### src/rtl/base64_sequencer.sv
// -----------------------------------------------------------------------------
// base64_sequencer
//
// Captures eight packed 6-bit words on an accepted start request. It then
// streams Len+1 of them, W0 first, as ASCII characters over a valid/ready
// handshake. Each character uses either the base64 alphabet or the uppercase
// hex alphabet.
//
// Ports
//   clk           sole clock, rising edge
//   rst           asynchronous, active-high reset
//   start_i       begin a conversion (honoured only in IDLE)
//   mode_i        0 = base64 map, 1 = hex map (captured on start)
//   len_i         number of sextets to emit minus one (captured on start)
//   din_i         eight packed sextets, W0 = din_i[5:0] .. W7 = din_i[47:42]
//   char_ready_i  downstream can accept char_out_o this cycle
//   sel_o         index of the sextet currently presented
//   sextet_o      captured word W[sel_o]
//   char_out_o    ASCII character for sextet_o, 8'h00 when not valid
//   char_valid_o  char_out_o is valid
//   busy_o        conversion in progress (SEND or DONE)
//   done_o        one-cycle pulse after the last character handshake
// -----------------------------------------------------------------------------
module base64_sequencer (
  input  logic        clk,
  input  logic        rst,
  input  logic        start_i,
  input  logic        mode_i,
  input  logic [2:0]  len_i,
  input  logic [47:0] din_i,
  input  logic        char_ready_i,
  output logic [2:0]  sel_o,
  output logic [5:0]  sextet_o,
  output logic [7:0]  char_out_o,
  output logic        char_valid_o,
  output logic        busy_o,
  output logic        done_o
);

  typedef enum logic [1:0] {
    IDLE = 2'd0,
    SEND = 2'd1,
    DONE = 2'd2
  } state_t;

  state_t      state_q, state_d;
  logic [2:0]  sel_q,   sel_d;
  logic [2:0]  len_q,   len_d;
  logic        mode_q,  mode_d;
  logic [47:0] din_q,   din_d;

  logic accept;
  logic handshake;
  logic last;

  assign accept    = (state_q == IDLE) && start_i;
  assign handshake = (state_q == SEND) && char_ready_i;
  assign last      = (sel_q == len_q);

  // Base64 alphabet: A-Z, a-z, 0-9, '+', '/'.
  function automatic logic [7:0] b64_char(input logic [5:0] v);
    logic [7:0] v8;
    v8 = {2'b00, v};
    if (v < 6'd26)       return 8'h41 + v8;
    else if (v < 6'd52)  return 8'h61 + (v8 - 8'd26);
    else if (v < 6'd62)  return 8'h30 + (v8 - 8'd52);
    else if (v == 6'd62) return 8'h2B;
    else                 return 8'h2F;
  endfunction

  // Hex alphabet on the low nibble only; the top two bits are don't-care.
  function automatic logic [7:0] hex_char(input logic [3:0] n);
    logic [7:0] n8;
    n8 = {4'h0, n};
    if (n < 4'd10) return 8'h30 + n8;
    else           return 8'h41 + (n8 - 8'd10);
  endfunction

  // ---------------------------------------------------------------------------
  // State register
  // ---------------------------------------------------------------------------
  // NOTE: sequential state uses non-blocking assignments only, so every flop
  // samples the pre-edge values regardless of block evaluation order.
  always_ff @(posedge clk or posedge rst) begin
    if (rst) state_q <= IDLE;
    else     state_q <= state_d;
  end

  // ---------------------------------------------------------------------------
  // Next-state logic
  // ---------------------------------------------------------------------------
  // NOTE: every signal written in a combinational block gets a default first;
  // a path that leaves one unassigned would infer a latch.
  always_comb begin
    state_d = state_q;
    unique case (state_q)
      IDLE:    if (start_i) state_d = SEND;
      SEND:    if (handshake && last) state_d = DONE;
      DONE:    state_d = IDLE;
      default: state_d = IDLE;
    endcase
  end

  // ---------------------------------------------------------------------------
  // Captured data and sextet index
  // ---------------------------------------------------------------------------
  always_comb begin
    sel_d  = sel_q;
    len_d  = len_q;
    mode_d = mode_q;
    din_d  = din_q;
    if (accept) begin
      sel_d  = 3'd0;
      len_d  = len_i;
      mode_d = mode_i;
      din_d  = din_i;
    end else if (handshake && !last) begin
      // sel never passes len, so no wrap from 7 to 0 is possible here.
      sel_d = sel_q + 3'd1;
    end
  end

  // NOTE: the captured word is a plain register bank, not a RAM. It is reset
  // so that a reset discards the previous conversion's data.
  always_ff @(posedge clk or posedge rst) begin
    if (rst) begin
      sel_q  <= 3'd0;
      len_q  <= 3'd0;
      mode_q <= 1'b0;
      din_q  <= 48'd0;
    end else begin
      sel_q  <= sel_d;
      len_q  <= len_d;
      mode_q <= mode_d;
      din_q  <= din_d;
    end
  end

  // ---------------------------------------------------------------------------
  // Outputs: decoded purely from registers, so a reset clears them at once
  // ---------------------------------------------------------------------------
  always_comb begin
    sel_o        = sel_q;
    sextet_o     = din_q[sel_q*6 +: 6];
    char_valid_o = (state_q == SEND);
    busy_o       = (state_q != IDLE);
    done_o       = (state_q == DONE);
    char_out_o   = 8'h00;
    if (state_q == SEND)
      char_out_o = mode_q ? hex_char(sextet_o[3:0]) : b64_char(sextet_o);
  end

endmodule

### config.mk
export PLATFORM = sky130hd
export DESIGN_NAME = base64_sequencer
export DESIGN_NICKNAME = d
export VERILOG_FILES = /design/src/rtl/base64_sequencer.sv
export SDC_FILE = /design/constraint.sdc
export NUM_CORES = 1
export LEC_CHECK = 0
export BUFFER_PORTS_ARGS = -buffer_cell sky130_fd_sc_hd__clkbuf_2
export CORE_MARGIN = 2
export CORE_UTILIZATION = 55
export CTS_CLUSTER_DIAMETER = 50
export DETAILED_ROUTE_END_ITERATION = 7
export GPL_TIMING_DRIVEN = 1
export PLACE_DENSITY = 0.88
export SYNTH_ARGS = -nofsm -noshare
export SYNTH_HDL_FRONTEND = slang
export SYNTH_SLANG_ARGS = --single-unit
### constraint.sdc
create_clock -name clk -period 4.22 [get_ports clk]
set_input_delay 0.211 -clock clk [delete_from_list [all_inputs] [get_ports clk]]
set_output_delay 0.211 -clock clk [all_outputs]
set_load 0.05 [all_outputs]
Yosys cells after proc, flatten, opt, wreduce, memory -nomap -nowiden
Index checks and enable logic that the tools add are counted.

Bits of input ports: 56. Word-level logic and storage cells: 47. Register bits after elaboration: 57.

Add/sub/neg operators: 9. Multiplexer cells: 12. Shifts and indexed selects: 1. Equality and inequality tests: 6. Multipliers: 1. Magnitude comparators: 4. Reductions and logical operators: 9.

Operators with widths (count): $mux 8 (6); $shiftx 48x7->6 (1); $add 7x8->8 const A (2); $lt 6x6->1 const B (2); $mux 3 (3); $add 7x6->8 const A (1); $add 7x7->8 const A (1); $add 6x4->7 const A (1); $sub 6x5->7 const B (1); $sub 6x6->7 const B (1); $eq 6x6->1 const B (1); $lt 6x5->1 const B (1); $mul 3x2->5 const B (1); $sub 4x4->5 const B (1); $logic_and 1x1->1 (4); $lt 4x4->1 const B (1); $mux 2 (2); $pmux 2 s2 (1); $reduce_bool 2->1 (2); $add 3x1->3 const B (1); $eq 3x3->1 (1); $eq 2x1->1 const B (1); $eq 2x2->1 const B (1); $logic_not 2->1 (1); 4 further kinds (4).

Longest topological paths before layout
Depth in word-level cells: 9. Gate-level depth with buffers: 14. Gate-level depth less buffers: 12.

Least setup slack after synthesis
Ideal clock, no wire load.

Kind: reg2out. From: register sel_q[2], in the netlist sel_o[2]. To: output char_out_o[2]. Path buffers: 3. Required time: 4.009 ns. Stages on the path, launching flop included: 13. Setup slack: -0.514 ns. Arrival: 4.523 ns. Cell sequence: dfrtp_1 buf_2 buf_2 buf_4 mux4_2 mux2i_1 inv_1 ha_1 nand2_1 o21ai_0 o2111ai_1 o211ai_1 a221oi_1.

Longest elaborated chain between the ends: 9. Elaborated cells between the ends (all ways): 22. Classes of those cells: add/sub: 8; mul: 1; order compare: 4; eq/ne: 1; shift: 1; mux: 7.

RTL lines: start: declaration (line 47) `logic [2:0] sel_q, sel_d;`; start signal: assignment (line 132) `sel_q <= sel_d;`; $mul 3x2->5 * (line 144) `sextet_o = din_q[sel_q*6 +: 6];`; $shiftx 48x7->6 * (line 144); via sextet_o[2] (line 33) `output logic [5:0] sextet_o,`; $sub 6x6->7 / $eq 6x6->1 (equally long branches) (line 66, 67); $add 7x7->8 / $mux 3 (equally long branches) (line 66, 67); $mux 8 (line 66) `else if (v < 6'd62) return 8'h30 + (v8 - 8'd52);`; $mux 8 (line 65) `else if (v < 6'd52) return 8'h61 + (v8 - 8'd26);`; $mux 8 (line 64) `if (v < 6'd26) return 8'h41 + v8;`; $mux 8 * (line 150) `char_out_o = mode_q ? hex_char(sextet_o[3:0]) : b64_char(sextet_o);`; $mux 8 * (line 149) `if (state_q == SEND)`; end: declaration (line 34) `output logic [7:0] char_out_o,`.

The timed path passes the listed nets; every way through them passes the cells marked *.

Worst setup path in the final report
From: register sel_q[1], in the netlist sel_o[1]. To: output char_out_o[6].

Longest elaborated chain between the ends: 9. Elaborated cells between the ends (all ways): 20. Classes of those cells: add/sub: 8; mul: 1; order compare: 4; shift: 1; mux: 6.

RTL lines (line): $mul 3x2->5 * (144); $shiftx 48x7->6 * (144); $sub 6x6->7 (66); $add 7x7->8 (66); $mux 8 (66); $mux 8 (65); $mux 8 (64); $mux 8 * (150); $mux 8 * (149).

Every way passes the cells marked *; elsewhere a longest branch is shown, timed or not.

==> metrics <==
number of remaining DRC errors=0; final hold vios=0; RSZ-0062 raised after global routing=false; post-layout net count=445; setup ws final=0.171 ns; maximum buffer depth of the clock tree=2; Final period util=96.0%; global-route wire length before repair=14.0 mm; pin count of the biggest net entering global routing=58; design area=4160 sq um; post-layout min period=4.05 ns; synthesized area=3460 sq um; most instantiated cells after synthesis=dfrtp_1 (57), mux2_2 (56), nor2_1 (22), nand2_1 (16), ha_1 (12); Fillers=414; Slew Limit Fails=0; Crit path arrival time=3.84 ns; Slew @ Worst Pin=0.884 ns; num rows=28; Iteration-0 DRC Markers=132; Top FF cell, synth=dfrtp_1; synthesized net count=365; Hold Buf Count CTS=0; CP Class=reg2out; RD Place Congestion=0.900; share of cells above drive strength 1=46.2%; number of distinct library cells after synthesis=53; GR Overflow Total=0; H-tree levels=3; dominant cell type by area after synthesis=dfrtp_1; die height=83.3 um; post-detail-place hpwl=5.93 mm; Die Area=6940 sq um; Area Overhead vs Synth=20.3%; number of synthesized register bits=57; gr busiest metal=met2; placed cells=439; Die X-Extent=83.3 um; number of warnings issued by yosys=0; Rel. slew slack=40.9%; DRT antenna net count=0; cts bufs inserted=9; CTS clock-pin slew for the worst setup and hold paths=0.07 ns; Setup crit end kind=output port; vias=2,722; Fmax=0.247 GHz; non-filler instance count after layout=456; GRT met1 Usage=33.2%; Required @ worst endpoint=4.01 ns; Hold WC Path Type=in2async; CP Max Fanout=10; Yosys top cell area share=41.3%; FFs w/ async S/R, synth=100%; Initial Utilization=57.7%; Core Region=5990 sq um; Post-Route WL=8.35 mm; Post-synth EDFFs=0; IO Pins=76; drt wl/cell=18.3 um; Mapped Cells=297; DR vias/cell=5.97; average size of a mapped cell=11.6 sq um; post-place instance area=3950 sq um; Setup violations, final=0; vias in the first global route=2,853; CTS tree=done; crit start category=register; Area contributors post-synth=dfrtp_1 (41%), mux2_2 (18%), ha_1 (4.3%); worst-skew pair later-pin latency=0.34 ns; post-place setup slack=0.332 ns; Multi-input gate area=1950 sq um; aggregate global-route resource usage=25.5%; most numerous cell in the Yosys netlist=dfrtp_1; initial antenna violation count=0; register area=1430 sq um; Max-cap violations=0; clk sinks=57; status=complete, no violations; register area share after synthesis=41.3%; Ant. Diodes=0; post-route setup TNS=0 ns; M2 GR Usage=39.9%; DRT Pass-1 Iters=4; met3 GRT Util=6.76%; root buf cell=clkbuf_8; Setup Skew=0.00975 ns; PortBufs=75
==> critical path: stages, from the launching register on <==
cell and delay [ns]:
dfrtp_2 0.43, mux4_2 0.51, mux2_4 0.35, inv_1 0.12
ha_1 0.18, inv_1 0.07, ha_1 0.32, nand2_1 0.10
nor2_4 0.15, o21ai_0 0.11, a221o_1 0.32, a221o_1 0.39
a221oi_4 0.22, buf_4 0.24
==> per-layer routing <==
| metal | vias up | wire length [um] |
|---|---|---|
| li1 | 1251 | - |
| met1 | 1334 | 3560 |
| met2 | 117 | 4010 |
| met3 | 20 | 590 |
| met4 | 0 | 184 |
| met5 | - | 0 |
==> cell usage in the layout, fill, tap and decap left out, types with 9 or more instances in the layout <==
| master | netlist | routed |
|---|---|---|
| mux2_2 | 56 | 56 |
| clkbuf_2 | 0 | 74 |
| nand2_1 | 16 | 16 |
| dfrtp_1 | 57 | 55 |
| buf_4 | 1 | 10 |
| ha_1 | 12 | 12 |
| clkbuf_8 | 0 | 10 |
| inv_1 | 10 | 9 |
| nor2_1 | 22 | 20 |
| xnor2_1 | 10 | 10 |
==> final timing paths <==
check	endpoint	from	cells past startpoint	slack [ns]
worst max-delay path	char_out_o[6]	sel_o[1]$_DFFE_PP0P_	13	0.17
max in group asynchronous	sel_o[2]$_DFFE_PP0P_	rst	3	3.64
worst min register to register	din_q[23]$_DFFE_PP0P_	din_q[23]$_DFFE_PP0P_	1	0.50
min in group clk	din_q[5]$_DFFE_PP0P_	din_i[5]	2	0.10
worst min-delay path	din_q[4]$_DFFE_PP0P_	rst	3	0.04
worst max register to register	din_q[38]$_DFFE_PP0P_	state_q[0]$_DFFE_PP0P_	4	1.81
==> sequential cells by signal, summed over array words and instances (netlist names) <==
register / cells
din_q: 48
len_q: 3
mode_q: 1
sel_o: 3
state_q: 2
==> cells by family (layout without fill, tap and decap cells) <==
| kind of cell | after synthesis | count (layout) | synth area share [%] |
|---|---|---|---|
| compound gates | 42 | 42 | 9.01 |
| xor+xnor | 14 | 14 | 3.55 |
| fa+ha+maj | 12 | 12 | 4.34 |
| buf+inv | 27 | 111 | 3.40 |
| flops | 57 | 57 | 41.3 |
| mux | 75 | 75 | 27.8 |
| simple gates | 70 | 70 | 10.6 |
==> layout make-up <==
type / instances / area share [%]
well taps: 75 / 2.26
clock inverters: 3 / 1.02
multi-input cells: 213 / 47.0
flip-flops and latches: 57 / 34.4
inverters: 12 / 1.08
clock buffers: 12 / 3.49
repair buffers: 84 / 10.7
==> through the flow <==
step | hold WS, ns | utilization, %
finish | 0.0377 | 69.4
global route | 0.0800 | 69.4
CTS | 0.0595 | 69.2
detailed placement | 0.430 | 65.9
global placement | 0.420 | 65.9
floorplan | 0.363 | -
==> repair_timing <==
| action | CTS | global route |
|---|---|---|
| hold endpoints to repair | 0 | 0 |
| buffers inserted | 1 | 1 |
| resized for setup | 2 | 2 |
| setup endpoints to repair | 1 | 1 |
Power is left out: the tool's default activity adds up to more than one toggle a clock period on the data nets, which glitch-free logic cannot reach.
